===== config.mk =====
export PLATFORM = sky130hd
export DESIGN_NAME = core_if_ifu
export DESIGN_NICKNAME = d
export VERILOG_FILES = /design/src/rtl/core_if_ifu_pkg.sv /design/src/rtl/core_if_fetchq.sv /design/src/rtl/core_if_ifu.sv
export SDC_FILE = /design/constraint.sdc
export NUM_CORES = 1
export LEC_CHECK = 0
export ABC_AREA = 1
export ABC_CLOCK_PERIOD_IN_PS = 2700
export BUFFER_PORTS_ARGS = -buffer_cell sky130_fd_sc_hd__buf_2
export CAP_MARGIN = 20
export CORE_ASPECT_RATIO = 0.75
export CORE_MARGIN = 1.5
export CORE_UTILIZATION = 30
export CTS_CLUSTER_SIZE = 10
export DETAILED_ROUTE_END_ITERATION = 12
export GPL_ROUTABILITY_DRIVEN = 0
export GPL_TIMING_DRIVEN = 0
export PLACE_DENSITY_LB_ADDON = 0.2
export SYNTH_ARGS = -nofsm -noshare
export SYNTH_HDL_FRONTEND = slang
export SYNTH_SLANG_ARGS = --single-unit

===== constraint.sdc =====
create_clock -name clk -period 2.7 [get_ports clk]
set_input_delay 0.135 -clock clk [delete_from_list [all_inputs] [get_ports clk]]
set_output_delay 0.135 -clock clk [all_outputs]
set_load 0.03 [all_outputs]

===== src/rtl/core_if_ifu_pkg.sv =====
// Shared widths, reset PC, fetch-queue defaults and the queue entry type.
package core_if_ifu_pkg;

    localparam int CORE_PC_WIDTH   = 32;
    localparam int CORE_INST_WIDTH = 32;
    localparam int CORE_IFQ_DEPTH  = 2;

    localparam logic [CORE_PC_WIDTH-1:0]   CORE_RESET_PC = 32'h8000_0000;
    localparam logic [CORE_INST_WIDTH-1:0] CORE_INST_NOP = 32'h0000_0013;

    typedef struct packed {
        logic [CORE_PC_WIDTH-1:0]   pc;
        logic [CORE_INST_WIDTH-1:0] inst;
        logic                       err;
        logic                       filled;
    } ifq_entry_t;

    // Force a fetch address onto a word boundary.
    function automatic logic [CORE_PC_WIDTH-1:0] align_pc(input logic [CORE_PC_WIDTH-1:0] pc);
        return {pc[CORE_PC_WIDTH-1:2], 2'b00};
    endfunction

endpackage


===== src/rtl/core_if_fetchq.sv =====
// Circular fetch queue: entries are allocated at request time and filled
// in order by responses, so the response path never needs to stall.
module core_if_fetchq
    import core_if_ifu_pkg::*;
#(
    parameter  int DEPTH = CORE_IFQ_DEPTH,
    localparam int PW    = $clog2(DEPTH),
    localparam int CW    = PW + 1
) (
    input  logic                       clk,
    input  logic                       rst_n,
    input  logic                       flush_i,
    input  logic                       alloc_i,
    input  logic [CORE_PC_WIDTH-1:0]   alloc_pc_i,
    input  logic                       fill_i,
    input  logic [CORE_INST_WIDTH-1:0] fill_inst_i,
    input  logic                       fill_err_i,
    input  logic                       pop_i,
    output ifq_entry_t                 head_o,
    output logic [CW-1:0]              count_o,
    output logic [CW-1:0]              unfilled_o
);

    ifq_entry_t      ent_q [DEPTH];
    logic [PW-1:0]   alloc_ptr_q;
    logic [PW-1:0]   fill_ptr_q;
    logic [PW-1:0]   rd_ptr_q;
    logic [CW-1:0]   count_q;
    logic [CW-1:0]   unfilled_q;

    // Storage, pointers and occupancy; a flush frees every entry at once.
    always_ff @(posedge clk) begin
        if (!rst_n) begin
            for (int i = 0; i < DEPTH; i++) begin
                ent_q[i] <= '0;
            end
            alloc_ptr_q <= '0;
            fill_ptr_q  <= '0;
            rd_ptr_q    <= '0;
            count_q     <= '0;
            unfilled_q  <= '0;
        end else if (flush_i) begin
            for (int i = 0; i < DEPTH; i++) begin
                ent_q[i].filled <= 1'b0;
            end
            alloc_ptr_q <= '0;
            fill_ptr_q  <= '0;
            rd_ptr_q    <= '0;
            count_q     <= '0;
            unfilled_q  <= '0;
        end else begin
            // Alloc, fill and pop always target distinct entries.
            if (alloc_i) begin
                ent_q[alloc_ptr_q] <= '{pc: alloc_pc_i, inst: '0, err: 1'b0, filled: 1'b0};
                alloc_ptr_q        <= alloc_ptr_q + 1'b1;
            end
            if (fill_i) begin
                ent_q[fill_ptr_q].inst   <= fill_err_i ? CORE_INST_NOP : fill_inst_i;
                ent_q[fill_ptr_q].err    <= fill_err_i;
                ent_q[fill_ptr_q].filled <= 1'b1;
                fill_ptr_q               <= fill_ptr_q + 1'b1;
            end
            if (pop_i) begin
                ent_q[rd_ptr_q].filled <= 1'b0;
                rd_ptr_q               <= rd_ptr_q + 1'b1;
            end
            count_q    <= count_q + CW'(alloc_i) - CW'(pop_i);
            unfilled_q <= unfilled_q + CW'(alloc_i) - CW'(fill_i);
        end
    end

    assign head_o     = ent_q[rd_ptr_q];
    assign count_o    = count_q;
    assign unfilled_o = unfilled_q;

endmodule


===== src/rtl/core_if_ifu.sv =====
// Instruction fetch unit: sequential PC generation, request gating against
// queue space plus in-flight wrong-path responses, and redirect handling.
module core_if_ifu
    import core_if_ifu_pkg::*;
#(
    parameter logic [CORE_PC_WIDTH-1:0] RESET_PC  = CORE_RESET_PC,
    parameter int                       IFQ_DEPTH = CORE_IFQ_DEPTH
) (
    input  logic                       clk,
    input  logic                       rst_n,
    input  logic                       i_redirect_valid,
    input  logic [CORE_PC_WIDTH-1:0]   i_redirect_pc,
    output logic                       o_ifetch_req_valid,
    input  logic                       i_ifetch_req_ready,
    output logic [CORE_PC_WIDTH-1:0]   o_ifetch_req_addr,
    input  logic                       i_ifetch_rsp_valid,
    output logic                       o_ifetch_rsp_ready,
    input  logic [CORE_INST_WIDTH-1:0] i_ifetch_rsp_inst,
    input  logic                       i_ifetch_rsp_err,
    output logic                       valid_out,
    input  logic                       ready_out,
    output logic [CORE_PC_WIDTH-1:0]   o_pc,
    output logic [CORE_INST_WIDTH-1:0] o_inst,
    output logic                       o_fetch_err
);

    localparam int CW = $clog2(IFQ_DEPTH) + 1;

    logic [CORE_PC_WIDTH-1:0] fetch_pc_q, fetch_pc_d;
    logic [CW-1:0]            drop_cnt_q, drop_cnt_d;
    logic [CW-1:0]            count;
    logic [CW-1:0]            unfilled;
    logic [CW:0]              inflight;
    ifq_entry_t               head;
    logic                     req_fire;
    logic                     rsp_drop;
    logic                     rsp_keep;
    logic                     fill;
    logic                     pop;

    // Wrong-path responses still occupy memory slots, so they count against space.
    assign inflight           = {1'b0, count} + {1'b0, drop_cnt_q};
    assign o_ifetch_req_valid = rst_n & ~i_redirect_valid & (inflight < (CW+1)'(IFQ_DEPTH));
    assign o_ifetch_req_addr  = fetch_pc_q;
    assign o_ifetch_rsp_ready = 1'b1;
    assign req_fire           = o_ifetch_req_valid & i_ifetch_req_ready;

    assign rsp_drop = i_ifetch_rsp_valid & (drop_cnt_q != '0);
    assign rsp_keep = i_ifetch_rsp_valid & (drop_cnt_q == '0);
    assign fill     = rsp_keep & ~i_redirect_valid;

    assign valid_out   = rst_n & head.filled & ~i_redirect_valid;
    assign pop         = valid_out & ready_out;
    assign o_pc        = head.pc;
    assign o_inst      = head.inst;
    assign o_fetch_err = head.err;

    core_if_fetchq #(
        .DEPTH (IFQ_DEPTH)
    ) u_fetchq (
        .clk         (clk),
        .rst_n       (rst_n),
        .flush_i     (i_redirect_valid),
        .alloc_i     (req_fire),
        .alloc_pc_i  (fetch_pc_q),
        .fill_i      (fill),
        .fill_inst_i (i_ifetch_rsp_inst),
        .fill_err_i  (i_ifetch_rsp_err),
        .pop_i       (pop),
        .head_o      (head),
        .count_o     (count),
        .unfilled_o  (unfilled)
    );

    // Next fetch PC and drop count; a redirect turns all unfilled entries into drops.
    always_comb begin
        fetch_pc_d = fetch_pc_q;
        if (i_redirect_valid) begin
            fetch_pc_d = align_pc(i_redirect_pc);
        end else if (req_fire) begin
            fetch_pc_d = fetch_pc_q + CORE_PC_WIDTH'(4);
        end
        drop_cnt_d = drop_cnt_q + (i_redirect_valid ? unfilled : '0)
                     - CW'(rsp_drop | (i_redirect_valid & rsp_keep));
    end

    // Fetch PC and drop counter registers.
    always_ff @(posedge clk) begin
        if (!rst_n) begin
            fetch_pc_q <= RESET_PC;
            drop_cnt_q <= '0;
        end else begin
            fetch_pc_q <= fetch_pc_d;
            drop_cnt_q <= drop_cnt_d;
        end
    end

endmodule

After elaboration in Yosys (flattened, before gate mapping)
Memories as Yosys holds them, arrays and structs flattened. A register that Yosys moved wholly into a read port is not among the register bits.
Cells that the tools add are included.
{"block": "word_totals", "regBits": 41, "n_memories": 1, "elab_cells": 72, "ram_bits": 132}
{"block": "op_classes", "n_addsub": 11, "magnitude_cmp": 1, "n_bitwise": 15, "n_reduce_logical": 6, "muxes": 30}
{"memory": "u_fetchq.ent_q", "depth": 2, "width": 66, "read_ports": 1, "rd_ports_with_merged_regs": 1, "write_ports": 3, "line": "core_if_fetchq.sv:24", "text": "ifq_entry_t ent_q [DEPTH];"}
{"op": "66-bit two-way mux", "count": 2}
{"op": "66-bit OR reduction", "count": 2}
{"op": "32-bit two-way mux", "count": 3}
{"op": "32-bit by 3-bit adder with 32-bit output (second input constant)", "count": 1}
{"op": "1-bit two-way mux", "count": 22}
{"op": "1-bit bitwise AND", "count": 10}
{"op": "2-bit by 1-bit subtractor with 2-bit output", "count": 3}
{"op": "2-bit by 1-bit adder with 2-bit output", "count": 2}
{"op": "2-bit two-way mux", "count": 2}
{"op": "2-bit nonzero test", "count": 2}
{"op": "1-bit adder (second input constant)", "count": 3}
{"op": "2-bit by 2-bit adder with 3-bit output", "count": 1}
{"op": "3-bit by 2-bit < comparator with 1-bit output (second input constant)", "count": 1}
{"op": "3-bit two-way mux", "count": 1}
{"op": "1-bit bitwise OR", "count": 3}
{"op": "2-bit adder", "count": 1}
{"op": "2-bit logical NOT", "count": 1}
{"op": "1-bit NOT", "count": 2}
{"op": "2-bit OR reduction", "count": 1}

Logic depth before layout (Yosys ltp)
{"block": "depth", "ltp_word": 10, "mapped_depth": 12}

Hierarchy
Synthesis repeated with hierarchy kept, for this count alone.
{"block": "unflattened", "cells_unflattened": 909, "hier_area_um2": 8755.9}
{"mod": "core_if_fetchq", "seq_area_each_um2": 4103.9, "cells_per_inst": 491, "instances": 1, "area_each_um2": 6339.8}
{"mod": "core_if_ifu", "seq_area_each_um2": 640.6, "cells_per_inst": 418, "instances": 1, "area_each_um2": 2416.1}

Least setup slack after synthesis
OpenSTA, ideal clock, no wires.
{"block": "synth_timing", "path_kind": "register -> register", "startpoint": "register drop_cnt_q[0]", "endpoint": "memory u_fetchq.ent_q[0][36] in the netlist's numbering (enable)", "path_buffers": 3, "setup_time_ns": 0.387, "t_arrival_ns": 2.393, "synth_period_minus_slack_ns": 2.780, "path_stages_with_launch": 11, "setup_slack_ns": -0.080, "cell_sequence": "dfxtp_1 nand2_1 inv_1 fa_1 nor2_1 nand3_2 buf_6 or2_1 buf_6 buf_6 nand2_1"}
{"element": "start, declared", "line": "core_if_ifu.sv:30", "text": "logic [CW-1:0] drop_cnt_q, drop_cnt_d;"}
{"element": "start signal, assigned", "line": "core_if_ifu.sv:94", "text": "drop_cnt_q <= drop_cnt_d;"}
{"element": "end, declared", "line": "core_if_fetchq.sv:24"}

==> results by group <==
Global routing
  • Wire length of the first global-routing pass: 38600 um
  • Via count of the first global-routing pass: roughly 6600
  • Total routing resource utilization after global routing: 0.177
  • Total global routing overflow: 0
  • Pin count of the biggest net entering global routing: 34
  • Number of antenna violations at the first check in global routing: 2

Worst hold path
  • Hold Crit Class: in -> reg
  • Depth of the worst hold-timing path: 5

CTS
  • Maximum number of buffers from clock root to sink: 2
  • Post-CTS clock slew at the launch and capture registers of the worst setup and hold paths: 0.07 ns
  • H-tree levels: 4
  • Root buf cell: sky130_fd_sc_hd__clkbuf_16
  • CTS tree: yes
  • Total clock sinks: 168
  • Source-to-sink clock delay at the later pin of the worst-skew pair: roughly 0.44 ns
  • Inserted Clock Buffers: 17

Timing
  • Final hold violation count: 0
  • Final-report setup violation count: 0
  • Number of max-slew violations in the final report: 0
  • Final worst path period need: 2.61 ns
  • FMAX: 0.382 GHz
  • Setup repair after global routing missed its margin: true
  • Worst path setup slack after routing: 0.0854 ns
  • Measured slew at the worst slew-check pin: 1.07 ns
  • Tcrit/Tclk final: 0.968
  • Headroom to the max-slew limit: 0.289
  • Setup clock skew after layout: 0.0144 ns
  • Final-layout setup total negative slack: 0 ns

Finish
  • Fraction of final layout cells sized beyond drive strength 1: 0.212
  • Area Growth Syn to Fin: 23.8%
  • Final #Nets: 1263

Setup path
  • Critical path endpoint category: flip-flop
  • Critical Path Max Stage Delay: roughly 0.42 ns
  • Series of cell instances along the critical path: nand2_1, inv_1, fa_1, nor2_1, nand3_2, buf_6, or2_1, buf_6, buf_6, nand2_4
  • Worst path slowest cell: sky130_fd_sc_hd__fa_1
  • Required time reported for the critical path endpoint: roughly 2.8 ns
  • Number of cell instances on the worst register-to-register path: 10
  • Category of the most critical setup path: reg -> reg
  • Arrival time worst endpoint: between 2 and 3 ns
  • Cell mode on critical path: sky130_fd_sc_hd__buf_6
  • Worst setup SP type: flip-flop
  • Maximum net fanout on the critical path: 30

Routing
  • Routed vias/inst: 4.54
  • DRT Pass-1 Iters: 5
  • Post-detailed-route DRC marker count: 0
  • Detailed-route wire length: 25500 um
  • Antenna-violating nets left: 0
  • WL per Instance: around 16 um
  • Vias post-DR: approximately 7000
  • Initial drt markers: between 500 and 600

Synthesis
  • Avg Cell Area, Syn: 8.51 um2
  • Most used flip-flop cell after synthesis: sky130_fd_sc_hd__edfxtp_1
  • Post-synth EDFFs: about 130
  • Synthesis Warnings: 0
  • Number of distinct library cells after synthesis: 36
  • Leading cell types by total area after synthesis: sky130_fd_sc_hd__edfxtp_1 (45%), sky130_fd_sc_hd__nand2_1 (15%), sky130_fd_sc_hd__dfxtp_1 (10%), sky130_fd_sc_hd__inv_1 (4.8%), sky130_fd_sc_hd__nor2_1 (4.1%)
  • Portion of the post-synthesis area used by sequential elements: 0.550
  • Largest area contributor in the netlist: sky130_fd_sc_hd__edfxtp_1
  • Yosys top cell area share: 0.450
  • Register bit count reported by yosys: 168
  • Async S/R FF share, synth: 0
  • Mapped Area: 8410 um2
  • Cell count after synthesis: 989

Power
  • Proportion of power drawn by flip-flops and latches: 0.468
  • Clock Power Share: 0.365
  • Net switching power of the design: 2.03 mW
  • Pwr dens: 625 nW/um2
  • Cell Int Power: 4.49 mW
  • Combinational fraction of design power: 0.167
  • Switching power as a share of total power: 0.311
  • LEAKAGE: ~4.5 nW
  • Worst supply voltage drop on vdd: 0.439 mV

Floorplanning
  • Number of ports placed on the die boundary: 171
  • Die Outline Area: 29100 um2
  • Standard-cell row count: 52
  • Initial standard-cell utilization of the core: 0.309
  • Floorplan die width: 196 um
  • Height of the die: 148 um
  • Core area: 27300 um2

Flow run
  • Max-cap viol count: 0

Placement
  • Dpl hpwl: 18800 um
  • Number of buffer cells added on primary ports: 161
  • Worst setup slack after placement: -0.481 ns

Status
  • Result of the run: finished clean
[kinds of logic after synthesis]
group,after synthesis,share of synthesized area
buffers and inverters,162,0.0816
other,2,0.000893
AOI/OAI and AO/OA,76,0.0486
xor gates and xnor gates,11,0.0115
adders and majority gates,8,0.0128
and+or+nand+nor,562,0.295
DFF,168,0.550
[sequential cells by signal, summed over array words and instances, names as in the netlist, named ones only]
| signal | flops |
|---|---|
| u_fetchq.count_o | 2 |
| u_fetchq.alloc_ptr_q | 1 |
| u_fetchq.unfilled_o | 2 |
| drop_cnt_q | 2 |
| o_ifetch_req_addr | 30 |
| u_fetchq.fill_ptr_q | 1 |
| u_fetchq.ent_q | 128 |
| u_fetchq.rd_ptr_q | 1 |
[area by class of cell]
type / count / area, um2
tap: 351 / 439
timing repair buffer: 172 / 931
multi-input combinational: 663 / 3170
clock inverter: 14 / 129
sequential: 168 / 4620
clock buffer: 18 / 429
antenna: 2 / 5.00
fill: 2858 / 16800
buffer: 51 / 275
inverter: 111 / 420
[worst max-delay path: cells and delay by family (launching register included)]
family                     cells  cell delay (ns)
adders and majority gates      1             0.42
and+or+nand+nor                5             0.91
DFF                            1             0.36
buffers and inverters          4             0.56
[metrics by stage]
step	hold WS [ns]	area, um2	util	instances	power [mW]
after global routing	0.0185	10400	0.382	1549	6.79
after floorplan	0.284	8430	-	992	3.80
final	0.0176	10400	0.382	1550	6.52
after CTS	0.00131	10400	0.381	1546	6.56
after global placement	0.408	9680	0.355	1504	4.17
after detailed placement	0.406	9700	0.356	1505	4.18
[repair_timing]
action	CTS	global route
hold buffers	9	0
resized for setup	7	3
setup buffers	0	1
hold endpoints to repair	9	0
endpoints found under the setup margin	126	116
cloned	0	1
[metal layers]
layer  global-route usage  vias to the layer above  wire [um]
met4               0.0485                        0        278
met2                0.247                      175      10600
li1                     -                     3558          -
met3               0.0370                       21       1430
met1                0.273                     3280      13100
met5                    0                        -          0
[cell usage after synthesis (4+ instances only)]
cell type,count
sky130_fd_sc_hd__edfxtp_1,126
sky130_fd_sc_hd__buf_6,4
sky130_fd_sc_hd__nor2_4,29
sky130_fd_sc_hd__a31oi_1,8
sky130_fd_sc_hd__o21ai_0,27
sky130_fd_sc_hd__a21oi_1,33
sky130_fd_sc_hd__ha_1,7
sky130_fd_sc_hd__nor2_1,91
sky130_fd_sc_hd__nor3_1,62
sky130_fd_sc_hd__buf_4,5
sky130_fd_sc_hd__dfxtp_1,42
sky130_fd_sc_hd__inv_1,108
sky130_fd_sc_hd__nand3_1,25
sky130_fd_sc_hd__xor2_1,7
sky130_fd_sc_hd__xnor2_1,4
sky130_fd_sc_hd__nand3_2,4
sky130_fd_sc_hd__nand2_1,344
sky130_fd_sc_hd__buf_2,6
sky130_fd_sc_hd__clkbuf_1,32
[cells in the final DEF (no fill, tap or decap), types with 2 or more instances in the layout]
master                          synthesis  layout
sky130_fd_sc_hd__buf_4                  5       6
sky130_fd_sc_hd__nand2_4                0       3
sky130_fd_sc_hd__inv_6                  0       5
sky130_fd_sc_hd__diode_2                0       2
sky130_fd_sc_hd__clkbuf_16              0      17
sky130_fd_sc_hd__edfxtp_1             126     126
sky130_fd_sc_hd__nand3_4                0       2
sky130_fd_sc_hd__o22ai_1                2       2
sky130_fd_sc_hd__nand3b_1               2       2
sky130_fd_sc_hd__clkinv_4               0       2
sky130_fd_sc_hd__dfxtp_1               42      42
sky130_fd_sc_hd__nor3_1                62      62
sky130_fd_sc_hd__inv_1                108     108
sky130_fd_sc_hd__o21ai_0               27      27
sky130_fd_sc_hd__xnor2_1                4       4
sky130_fd_sc_hd__buf_8                  2       2
sky130_fd_sc_hd__xor2_1                 7       7
sky130_fd_sc_hd__nor2_1                91      91
sky130_fd_sc_hd__inv_8                  0       5
sky130_fd_sc_hd__clkbuf_1              32      33
sky130_fd_sc_hd__buf_2                  6     165
sky130_fd_sc_hd__dlygate4sd3_1          0       9
sky130_fd_sc_hd__o31ai_1                2       2
sky130_fd_sc_hd__nor2_4                29      29
sky130_fd_sc_hd__nand3_2                4       4
sky130_fd_sc_hd__clkinvlp_4             0       2
sky130_fd_sc_hd__or2_2                  2       2
sky130_fd_sc_hd__inv_2                  2       2
sky130_fd_sc_hd__a31oi_1                8       8
sky130_fd_sc_hd__buf_1                  2       2
sky130_fd_sc_hd__buf_6                  4       4
sky130_fd_sc_hd__clkbuf_4               0       2
sky130_fd_sc_hd__nand2_1              344     341
sky130_fd_sc_hd__conb_1                 2       5
sky130_fd_sc_hd__nand3_1               25      24
sky130_fd_sc_hd__ha_1                   7       7
sky130_fd_sc_hd__a21oi_1               33      33
[path summary, 6_finish.rpt]
path	startpoint	to	slack, ns
worst max-delay path	drop_cnt_q[0]$_SDFF_PN0_	u_fetchq.ent_q[0][47]$_SDFFCE_PN0P_	0.09
worst min-delay path	i_redirect_pc[31]	o_ifetch_req_addr[31]$_SDFFE_PN1P_	0.02
worst max register to register	drop_cnt_q[0]$_SDFF_PN0_	u_fetchq.ent_q[0][47]$_SDFFCE_PN0P_	0.09
worst min register to register	u_fetchq.unfilled_o[1]$_SDFF_PP0_	u_fetchq.unfilled_o[1]$_SDFF_PP0_	0.48
[power groups by stage]
| stage | Combinational, mW | Sequential [mW] | Clock (mW) |
|---|---|---|---|
| floorplan | 0.662 | 3.14 | 0 |
| global placement | 1.07 | 3.10 | 0 |
| detailed placement | 1.07 | 3.11 | 0 |
| CTS | 1.09 | 3.05 | 2.42 |
| global route | 1.19 | 3.07 | 2.53 |
| finish | 1.09 | 3.05 | 2.38 |
Power figures use the tool's default switching activity.
